`src/rtl/seq_mult_pkg.sv`:
```
// Shared definitions for the sequential shift-add multiplier.
//   XLEN    : default operand width in bits
//   CNT_W   : default iteration counter width (2**CNT_W must exceed XLEN)
//   state_t : FSM state encoding (IDLE, RUN, DONE)
package seq_mult_pkg;

  localparam int XLEN  = 32;
  localparam int CNT_W = 6;

  typedef enum logic [1:0] {
    IDLE = 2'b00,
    RUN  = 2'b01,
    DONE = 2'b10
  } state_t;

endpackage

```
`src/rtl/seq_mult_add_cout.sv`:
```
// Unsigned W-bit adder that also returns the carry out, so the result is
// the full W+1-bit sum.
//   x, y : W-bit unsigned addends
//   cout : carry out (bit W of the sum)
//   sum  : low W bits of the sum
module add_cout #(
  parameter int W = 32
) (
  input  logic [W-1:0] x,
  input  logic [W-1:0] y,
  output logic         cout,
  output logic [W-1:0] sum
);

  assign {cout, sum} = {1'b0, x} + {1'b0, y};

endmodule

```
`src/rtl/seq_mult.sv`:
```
// Sequential unsigned multiplier using the shift-add algorithm, one
// multiplier bit per clock. The multiplier is loaded into prod_lo and
// shifted out as the product shifts in, so the 2*XLEN product ends up in
// {prod_hi, prod_lo} after XLEN steps.
//   clk     : clock, rising edge
//   rst     : asynchronous active-high reset
//   start   : begin a multiply with a/b (accepted in IDLE or DONE only)
//   a, b    : unsigned multiplicand / multiplier, sampled on the accepting edge
//   busy    : high while the step sequence runs
//   done    : one-cycle pulse, product valid (load enable for downstream regs)
//   prod_hi : upper half of the product
//   prod_lo : lower half of the product
// CNT_W must satisfy 2**CNT_W > XLEN so the counter can reach XLEN.
module seq_mult #(
  parameter int XLEN  = seq_mult_pkg::XLEN,
  parameter int CNT_W = seq_mult_pkg::CNT_W
) (
  input  logic            clk,
  input  logic            rst,
  input  logic            start,
  input  logic [XLEN-1:0] a,
  input  logic [XLEN-1:0] b,
  output logic            busy,
  output logic            done,
  output logic [XLEN-1:0] prod_hi,
  output logic [XLEN-1:0] prod_lo
);

  // Explicit imports: a wildcard import would collide with the XLEN/CNT_W
  // parameter names declared above.
  import seq_mult_pkg::state_t;
  import seq_mult_pkg::IDLE;
  import seq_mult_pkg::RUN;
  import seq_mult_pkg::DONE;

  state_t            state;
  state_t            state_next;
  logic [CNT_W-1:0]  cnt;
  logic [XLEN-1:0]   mcand;
  logic              accept;
  logic              last_step;
  logic [XLEN-1:0]   add_y;
  logic [XLEN-1:0]   sum;
  logic              cout;

  // A start is honoured only when no sequence is running; in DONE this
  // gives back-to-back operation without an IDLE bubble.
  assign accept    = start && ((state == IDLE) || (state == DONE));
  assign last_step = (cnt == CNT_W'(XLEN - 1));

  // Add the multiplicand only when the current multiplier bit is set.
  assign add_y = prod_lo[0] ? mcand : '0;

  add_cout #(
    .W (XLEN)
  ) u_add (
    .x    (prod_hi),
    .y    (add_y),
    .cout (cout),
    .sum  (sum)
  );

  // NOTE: sequential state uses non-blocking (<=) so every flop samples
  // pre-edge values; blocking here would create order-dependent races.
  always_ff @(posedge clk or posedge rst) begin
    if (rst) begin
      state <= IDLE;
    end else begin
      state <= state_next;
    end
  end

  // NOTE: state_next gets a default before the case so no path leaves it
  // unassigned; otherwise a latch is inferred.
  always_comb begin
    state_next = state;
    case (state)
      IDLE:    if (start) state_next = RUN;
      RUN:     if (last_step) state_next = DONE;
      DONE:    state_next = start ? RUN : IDLE;
      default: state_next = IDLE;  // recover from the unused encoding
    endcase
  end

  // Datapath: load on accept, one shift-add step per RUN cycle, hold
  // otherwise so the product stays visible after DONE.
  always_ff @(posedge clk or posedge rst) begin
    if (rst) begin
      mcand   <= '0;
      prod_hi <= '0;
      prod_lo <= '0;
      cnt     <= '0;
    end else if (accept) begin
      mcand   <= a;
      prod_hi <= '0;
      prod_lo <= b;
      cnt     <= '0;
    end else if (state == RUN) begin
      // Shift {cout, sum, prod_lo} right by one: the carry becomes the new
      // MSB and the consumed multiplier bit falls off the bottom.
      prod_hi <= {cout, sum[XLEN-1:1]};
      prod_lo <= {sum[0], prod_lo[XLEN-1:1]};
      cnt     <= cnt + 1'b1;
    end
  end

  // Pure decodes of the state register, so both are glitch-free flop outputs
  // of the encoding and fall to 0 in the unused encoding.
  assign busy = (state == RUN);
  assign done = (state == DONE);

endmodule

```
`config.mk`:
```
export PLATFORM = sky130hd
export DESIGN_NAME = seq_mult
export DESIGN_NICKNAME = d
export VERILOG_FILES = /design/src/rtl/seq_mult_pkg.sv /design/src/rtl/seq_mult_add_cout.sv /design/src/rtl/seq_mult.sv
export SDC_FILE = /design/constraint.sdc
export NUM_CORES = 1
export LEC_CHECK = 0
export ABC_AREA = 1
export CORE_AREA = 8 8 96 163
export DETAILED_ROUTE_END_ITERATION = 8
export DIE_AREA = 0 0 104 171
export PLACE_DENSITY = 0.84
export SLEW_MARGIN = 15
export SYNTH_ARGS = -nofsm -noshare
export SYNTH_HDL_FRONTEND = slang
export SYNTH_HIERARCHICAL = 1
export SYNTH_SLANG_ARGS = --single-unit
```
`constraint.sdc`:
```
create_clock -name clk -period 4.2 [get_ports clk]
set_input_delay 1.26 -clock clk [delete_from_list [all_inputs] [get_ports clk]]
set_output_delay 1.26 -clock clk [all_outputs]
set_load 0.05 [all_outputs]
```
### Word-level counts from Yosys, hierarchy flattened

Index checks and enable logic that the tools add are counted.

| storage, ports and cells | value |
|---|---|
| bits in registers | 104 |
| bits of input ports | 67 |

| cells by class | value |
|---|---|
| add/subtract/negate cells | 2 |
| equal/unequal tests | 5 |
| multiplexer cells | 11 |
| reduce and logical (&&, ||, !) cells | 5 |

Operators with widths:

| operator | number |
|---|---|
| 32-bit two-way mux | 5 |
| 32-bit by 32-bit adder with 33-bit output | 1 |
| 6-bit two-way mux | 2 |
| 6-bit by 1-bit adder with 6-bit output (second input constant) | 1 |
| 6-bit by 5-bit == test with 1-bit output (second input constant) | 1 |
| 2-bit case mux with 3 select lines | 1 |
| 2-bit two-way mux | 2 |
| 2-bit by 1-bit == test with 1-bit output (second input constant) | 1 |
| 2-bit == test (second input constant) | 1 |
| 2-bit zero test | 1 |
| 2-bit by 1-bit != test with 1-bit output (second input constant) | 1 |
| 2-bit != test (second input constant) | 1 |
| 2-bit AND reduction | 1 |
| 2-bit nonzero test | 1 |
| 1-bit logical AND | 1 |
| 1-bit logical OR | 1 |
| 1-bit two-way mux | 1 |

### Depth between registers and ports, before layout

Gate-level depths: netlist (run 1).

| logic depth | value |
|---|---|
| depth after elaboration | 4 |
| mapped depth | 18 |

### Hierarchy

Netlist (run 1), hierarchy kept.

By module, submodules not included:

| module | instances | cells an instance | area each (µm²) | seq. area each (µm²) |
|---|---|---|---|---|
| seq_mult | 1 | 568 | 4494.3 | 2602.5 |
| add_cout | 1 | 505 | 2423.6 | 0.0 |

### Worst setup path before layout (run 1)

No wires, ideal clock.

| timing path | value |
|---|---|
| kind | register to register |
| start point | register prod_lo[0] |
| end point | register prod_hi[27] |
| library setup time | 0.119 ns |
| data arrival time | 2.448 ns |
| required time | 4.081 ns |
| setup slack | 1.632 ns |
| stages on the path, launching flop included | 19 |
| path buffers | 2 |
| clock period less this slack | 2.568 ns |
| path through | dfrtp_1 -> clkbuf_1 -> clkbuf_1 -> nand2_1 -> inv_1 -> ha_1 -> fa_1 -> nand3_1 -> nand3_1 -> nand2_1 -> nand2_2 -> nand2_2 -> nand2_2 -> nand2_1 -> nand2_1 -> nand2_1 -> nand2_1 -> nand2_1 -> nand2_1 |

| between the ends | value |
|---|---|
| word-level cells in the longest chain between the ends | 4 |

RTL lines:

| item | RTL line | text |
|---|---|---|
| start, declared | seq_mult.sv:26 | `output logic [XLEN-1:0] prod_lo` |
| start signal, assigned | seq_mult.sv:102 | `prod_lo <= {sum[0], prod_lo[XLEN-1:1]};` |
| 32-bit two-way mux | seq_mult.sv:52 | `assign add_y = prod_lo[0] ? mcand : '0;` |
| net add_y[0] | seq_mult.sv:42 | `logic [XLEN-1:0] add_y;` |
| 32-bit by 32-bit adder with 33-bit output | seq_mult_add_cout.sv:15 | `assign {cout, sum} = {1'b0, x} + {1'b0, y};` |
| net sum[28] | seq_mult.sv:43 | `logic [XLEN-1:0] sum;` |
| 32-bit two-way mux | seq_mult.sv:98 | `end else if (state == RUN) begin` |
| 32-bit two-way mux | seq_mult.sv:93 | `end else if (accept) begin` |
| end signal, assigned | seq_mult.sv:101 | `prod_hi <= {cout, sum[XLEN-1:1]};` |
| end, declared | seq_mult.sv:25 | `output logic [XLEN-1:0] prod_hi,` |

The timed path passes the listed nets, and every way through them passes these cells. The select of a mux whose other input is x is not followed.
A chain may end at the register's enable or synchronous reset.

### Worst setup path in the final report (run 1)

| timing path | value |
|---|---|
| start point | register prod_lo[0] |
| end point | output prod_lo[0] |

No word-level cell between the ends.

==> out/metrics.cfg, run 1 <==
[clocking]
clk_pin_slew_ps = 80
clock-sinks = 104
holdBufCountCts = 0
tritoncts = done
cts_resized = 0
cts_max_level = 3
cts-root-buf = clkbuf_16
post_cts.repair.setup_buffers = 0
cts_buffer_depth = 2
numCtsBuffers = 9
clk_latency_ps = 350

[critical_path]
path_cells = clkdlybuf4s50_1
critPathBufInv = 1
path_class = flip-flop to output pin
crit_family = buffers and inverters
critPathMaxFanout = 21
cpMaxStageDelayCell = clkdlybuf4s50_1
end_kind = output pin
cp.required_ps = 2940
cp_data_arrival_time_ps = 2170
slowest_delay_ps = 950
cp-start-kind = flip-flop

[floorplanning]
io_pins = 133
core-area_sq_um = 13300
floorplan.die_area_sq_um = 17800
std_cell_rows = 56
die_h_um = 171
die_width_um = 104
initial_core_util_pct = 52.0

[drt]
wl_per_cell_um = 14.2
num_vias = 6789
ant_nets = 0
drt_iter0_drc = 332
first_pass_iters = 5
drc = 0
wl_um = 19500
viasPerCell = 4.94

[placement]
io_buffers = 132
dpl.hpwl_um = 15000
gp_congestion = 0.964

[timing]
fmax_mhz = 291
setup_viol = 0
maxSlewHeadroom_pct = 46.3
post-route-min-period_ps = 3430
finalCritPeriodShare_pct = 81.7
final_max_slew_viol_count = 0
max_slew.worst_pin.slew_ps = 806
hold_viol = 0
fin_skew_ps = 8.53
rsz0062_at_grt = no
finalSetupTns_ps = 0

[grt]
grt_start_max_net_pins = 70
grt_pass1_wl_um = 32800
grt_overflow = 0
grt_pass1_vias = 6996
antenna_found_initial = 0
grt_usage_pct = 22.6

[synthesis]
synth_compound_area_share_pct = 2.46
synth_fa_ha_area_share_pct = 6.26
ys_warn_count = 6
synth_cell_types = 29
synth_area_per_cell_sq_um = 6.45
synth_xor_xnor_area_share_pct = 1.90
synthCells = 1073
synth_area_sq_um = 6920
ys_ff_latch = 104
synth_top_family_by_area = simple AND/OR/NAND/NOR gates
syn_nets = 1174
yosysSeqAreaShare_pct = 37.6
synth_top_cells_by_area = dfrtp_1 (38%), nand2_1 (30%), inv_1 (8.6%), ha_1 (6.0%), nand3_1 (4.3%)
muxShareOfSynthArea_pct = 0
netlist.area_leader.share_pct = 37.6
synth_top_area_cell = dfrtp_1
synthSimpleGateAreaFrac_pct = 40.4

[power]
peakVddDrop_mv = 0.488
power.leakage_nw = 5.06
design_power_total_mw = 7.86
pwr_density_cell_nw_per_um2 = 907

[worst_hold_path]
hp-class = flip-flop to flip-flop

[cells_and_area]
area_delta_synth_final_pct = 25.3
diodes = 0
final_common_cell = nand2_1
fin_nets = 1296
final_cell_mix = nand2_1 (557), inv_1 (156), clkdlybuf4s50_1 (132)
final_layout_size_suffix_gt1_share_pct = 4.67
fillers = 1204

[run_status]
status = completed

[job]
cap_viol_max_count = 0

-- final cells by class --
| class | count | area (sq um) | share of cell area, % |
|---|---|---|---|
| multi-input combinational | 777 | 3530 | 40.7 |
| sequential | 104 | 2600 | 30.0 |
| inverter | 163 | 614 | 7.09 |
| timing repair buffer | 140 | 1410 | 16.2 |
| clock inverter | 6 | 67.6 | 0.780 |
| tap | 174 | 218 | 2.51 |
| clock buffer | 10 | 229 | 2.64 |
-- cell usage after synthesis --
cell type    n
a21o_1       1
nor3_1       6
nor2_1      41
xnor2_1      1
inv_2        5
or2_4        1
xor2_1      14
nand2_1    557
nor2_2       4
o21ai_0      6
clkbuf_1     8
and3_1       1
buf_1        1
fa_1         1
nand4_1      4
buf_2       13
nand3b_1     1
dfrtp_1    104
nand3_2      3
nand3_1     60
buf_4        1
buf_6        6
o21bai_1     2
nor2_4       1
inv_1      158
a21oi_1     22
nand2_2     17
o211ai_1     1
ha_1        33
-- final timing paths --
kind | from | end | slack [ps] | cells after the start
worst min register to register | mcand[15] | mcand[15] | 480 | 2
worst max-delay path | prod_lo[0] | prod_lo[0] | 770 | 1
min in group asynchronous | rst | prod_lo[23] | 1410 | 2
worst min-delay path | mcand[15] | mcand[15] | 480 | 2
worst max register to register | prod_lo[0] | prod_hi[27] | 1340 | 14
max in group asynchronous | rst | prod_hi[28] | 2020 | 3
-- logic make-up after synthesis --
group | count (synthesis)
simple gates | 696
buf+inv | 192
flops | 104
fa+ha+maj | 34
compound gates | 32
xor+xnor | 15
-- where the power goes --
part / total (mW) / switching (mW) / internal (mW)
sequential: 1.96 / 0.427 / 1.53
combinational: 5.08 / 3.37 / 1.70
clock: 0.829 / 0.411 / 0.418
total: 7.86 / 4.21 / 3.65
-- metrics by stage --
stage | hold slack, ps | utilization (%) | worst slack, ps | instances | cell area [sq um]
floorplan | 439 | - | 208 | 1073 | 6920
global placement | 459 | 62.9 | 1200 | 1358 | 8370
detailed placement | 466 | 62.9 | 1140 | 1358 | 8370
CTS | 484 | 65.1 | 753 | 1374 | 8670
global route | 502 | 65.1 | 696 | 1374 | 8670
finish | 483 | 65.1 | 767 | 1374 | 8670
-- flip-flops by register name, indices dropped and copies added (netlist names) --
name,flops
mcand,32
prod_hi,32
prod_lo,32
cnt,6
state,2
-- layer usage --
metal  up-vias  routed length (um)  track usage [%]
met3        60                1070             4.82
met2       191               10100             41.1
met5         -                   0                0
li1       3454                   -                -
met4         0                1020             13.9
met1      3084                7290             23.3
Power figures use the tool's default switching activity.
==> run 2, diff against run 1 <==
Settings changed: CORE_AREA 8 8 96 163 to 8 8 100 170, DIE_AREA 0 0 104 171 to 0 0 108 178, PLACE_DENSITY 0.84 to 0.81.
Clock period 4.2 ns to 2.9 ns, I/O delays scaled along.
==> run 2 against run 1 <==
  * Routed wire length fell by 0.10%
  * Sequential share of layout area down 0.16 points
  * Core utilization down 5.8 points
  * Global-route usage decreased by 1.6 points
  * Worst setup slack lost 470 ps
  * Non-clock buffer count unchanged
  * Clock-buffer cell count did not move
  * Hold slack lost 5.4 ps
  * Die area increased by 8.1%
  * Sequential power rose by 42%
==> out/metrics.cfg, run 2 (synthesized netlist as in run 1, its figures left out) <==
[power]
design_power_total_mw = 11.5  ; +46%
power.leakage_nw = 5.07  ; +0.31%
peakVddDrop_mv = 0.693  ; +42%
pwr_density_cell_nw_per_um2 = 1310  ; +45%
p_clk_share_pct = 10.7  ; about the same
intPower_mw = 5.35  ; +46%
p_comb_share_pct = 65.0  ; +0.4 points
p_seq_share_pct = 24.3  ; -0.6 points
switching_share_pct = 53.3  ; -0.20 points
p_sw_mw = 6.11  ; +45%

[grt]
grt_start_max_net_pins = 105  ; +50%
grt_pass1_vias = 7085  ; +1.3%
antenna_found_initial = 0  ; unchanged
grt_overflow = 0  ; unchanged
grt_pass1_wl_um = 32500  ; -0.95%
grt_usage_pct = 21.0  ; -1.6 points

[cells_and_area]
layout.cells.non_filler = 1383  ; +0.66%
final_layout_size_suffix_gt1_share_pct = 4.83  ; +0.17 points
diodes = 0  ; unchanged
area_delta_synth_final_pct = 26.0
fin_nets = 1296  ; unchanged
final_common_cell = nand2_1
final_cell_mix = nand2_1 (557), inv_1 (156), clkdlybuf4s50_1 (130)
top_regs = mcand: 32 flops, prod_hi: 32 flops, prod_lo: 32 flops

[drt]
wl_um = 19500  ; -0.10%
wl_per_cell_um = 14.1  ; -0.75%
drc = 0  ; unchanged
viasPerCell = 4.86  ; -1.7%
num_vias = 6719  ; -1.0%
ant_nets = 0  ; unchanged
drt_iter0_drc = 303  ; -8.7%
first_pass_iters = 5  ; unchanged

[job]
cap_viol_max_count = 0  ; unchanged

[floorplanning]
core-area_sq_um = 14700  ; +10%
floorplan.die_area_sq_um = 19200  ; +8.1%
io_pins = 133  ; unchanged
die_h_um = 178  ; +4.1%
initial_core_util_pct = 47.1  ; -4.9 points
std_cell_rows = 59  ; +5.4%
die_width_um = 108  ; +3.8%

[timing]
worst_slack_ps = 295  ; -472 ps
finalCritPeriodShare_pct = 89.8
fmax_mhz = 384
max_slew.worst_pin.slew_ps = 723  ; -82.9 ps
post-route-min-period_ps = 2610
rsz0062_at_grt = no
final_max_slew_viol_count = 0  ; unchanged
finalSetupTns_ps = 0  ; unchanged
maxSlewHeadroom_pct = 51.8  ; +5.5 points
fin_skew_ps = 9.64  ; +1.11 ps
hold_viol = 0  ; unchanged
setup_viol = 0  ; unchanged
hold_ws_ps = 478  ; -5.40 ps

[worst_hold_path]
hp-class = flip-flop to flip-flop

[clocking]
clk_latency_ps = 350  ; about the same
tritoncts = done
holdBufCountCts = 0  ; unchanged
numCtsBuffers = 9  ; unchanged
clk_pin_slew_ps = 70  ; about the same
cts_buffer_depth = 2  ; unchanged
clock-sinks = 104  ; unchanged
cts_resized = 0  ; unchanged
cts_max_level = 3  ; unchanged
cts-root-buf = clkbuf_16
post_cts.repair.setup_buffers = 0  ; unchanged

[critical_path]
cp_data_arrival_time_ps = 1740  ; -430 ps
cp.required_ps = 2030  ; -910 ps
path_class = flip-flop to output pin
cp-start-kind = flip-flop
end_kind = output pin
critPathMaxFanout = 2  ; -90%

[placement]
pre_cts_ws_ps = 475  ; -667 ps
dp.cells = 1367  ; +0.66%
dpl.hpwl_um = 14700  ; -1.8%
io_buffers = 132  ; unchanged
gp_congestion = 0.950  ; -1.4%

[run_status]
status = completed

==> run 2: cell count changes in the layout (fill, tap and decap cells not counted) <==
cell             previous run  this run
buf_12                      2         6
buf_4                       6         4
clkdlybuf4s50_1           132       130
clkinv_4                    3         2
clkinv_8                    2         0
clkinvlp_4                  0         1
inv_4                       1         0
inv_6                       1         2
inv_8                       0         2
==> run 2: area by class of cell <==
class	instances	area [sq um]
fillers	1390	5980
multi-input cells	777	3530
flip-flops and latches	104	2600
repair buffers	140	1450
inverters	163	616
clock buffers	10	229
well taps	183	229
clock inverters	6	57.6
==> run 2: worst max-delay path, stage by stage (launching register included) <==
cell	delay (ps)
dfrtp_1	400
inv_1	80
nor2_1	90
clkdlybuf4s50_1	820
==> run 2: worst paths after layout <==
kind                                 start     endpoint  slack [ps]  cells past startpoint
worst max-delay path              state[1]         done         290                      3
worst min-delay path                cnt[5]     state[1]         480                      1
worst max register to register  prod_lo[0]  prod_hi[19]         470                     17
worst min register to register      cnt[5]     state[1]         480                      1
max in group asynchronous              rst    mcand[23]        1420                      3
min in group asynchronous              rst     mcand[6]         990                      3
==> run 2: through the flow <==
step / cell area, sq um / utilization, %
after detailed placement: 8430 / 57.4
after global routing: 8710 / 59.3
after global placement: 8430 / 57.4
after CTS: 8710 / 59.3
final: 8710 / 59.3
after floorplan: 6920 / -
==> run 2: power by group through the flow <==
stage / combinational (mW) / sequential (mW) / clock [mW]
after CTS: 7.50 / 2.79 / 1.25
after global placement: 7.36 / 2.80 / 0
after global routing: 8.23 / 2.89 / 1.31
after floorplan: 3.86 / 4.20 / 0
after detailed placement: 7.47 / 2.79 / 0
final: 7.45 / 2.78 / 1.23
==> run 2: metal layers <==
layer  part of all wire (%)  GRT usage (%)  up-vias
met5                      0              0        -
met4                    5.2           11.9        0
met3                    5.0           4.02       57
met2                     52           38.6      190
met1                     38           21.4     3026
li1                       -              -     3446
==> run 3, diff against run 2 <==
Settings changed: SKIP_CTS_REPAIR_TIMING from default to 1.
==> results of run 3 <==
The final DEF is identical to that of run 2; final timing and power are the same.
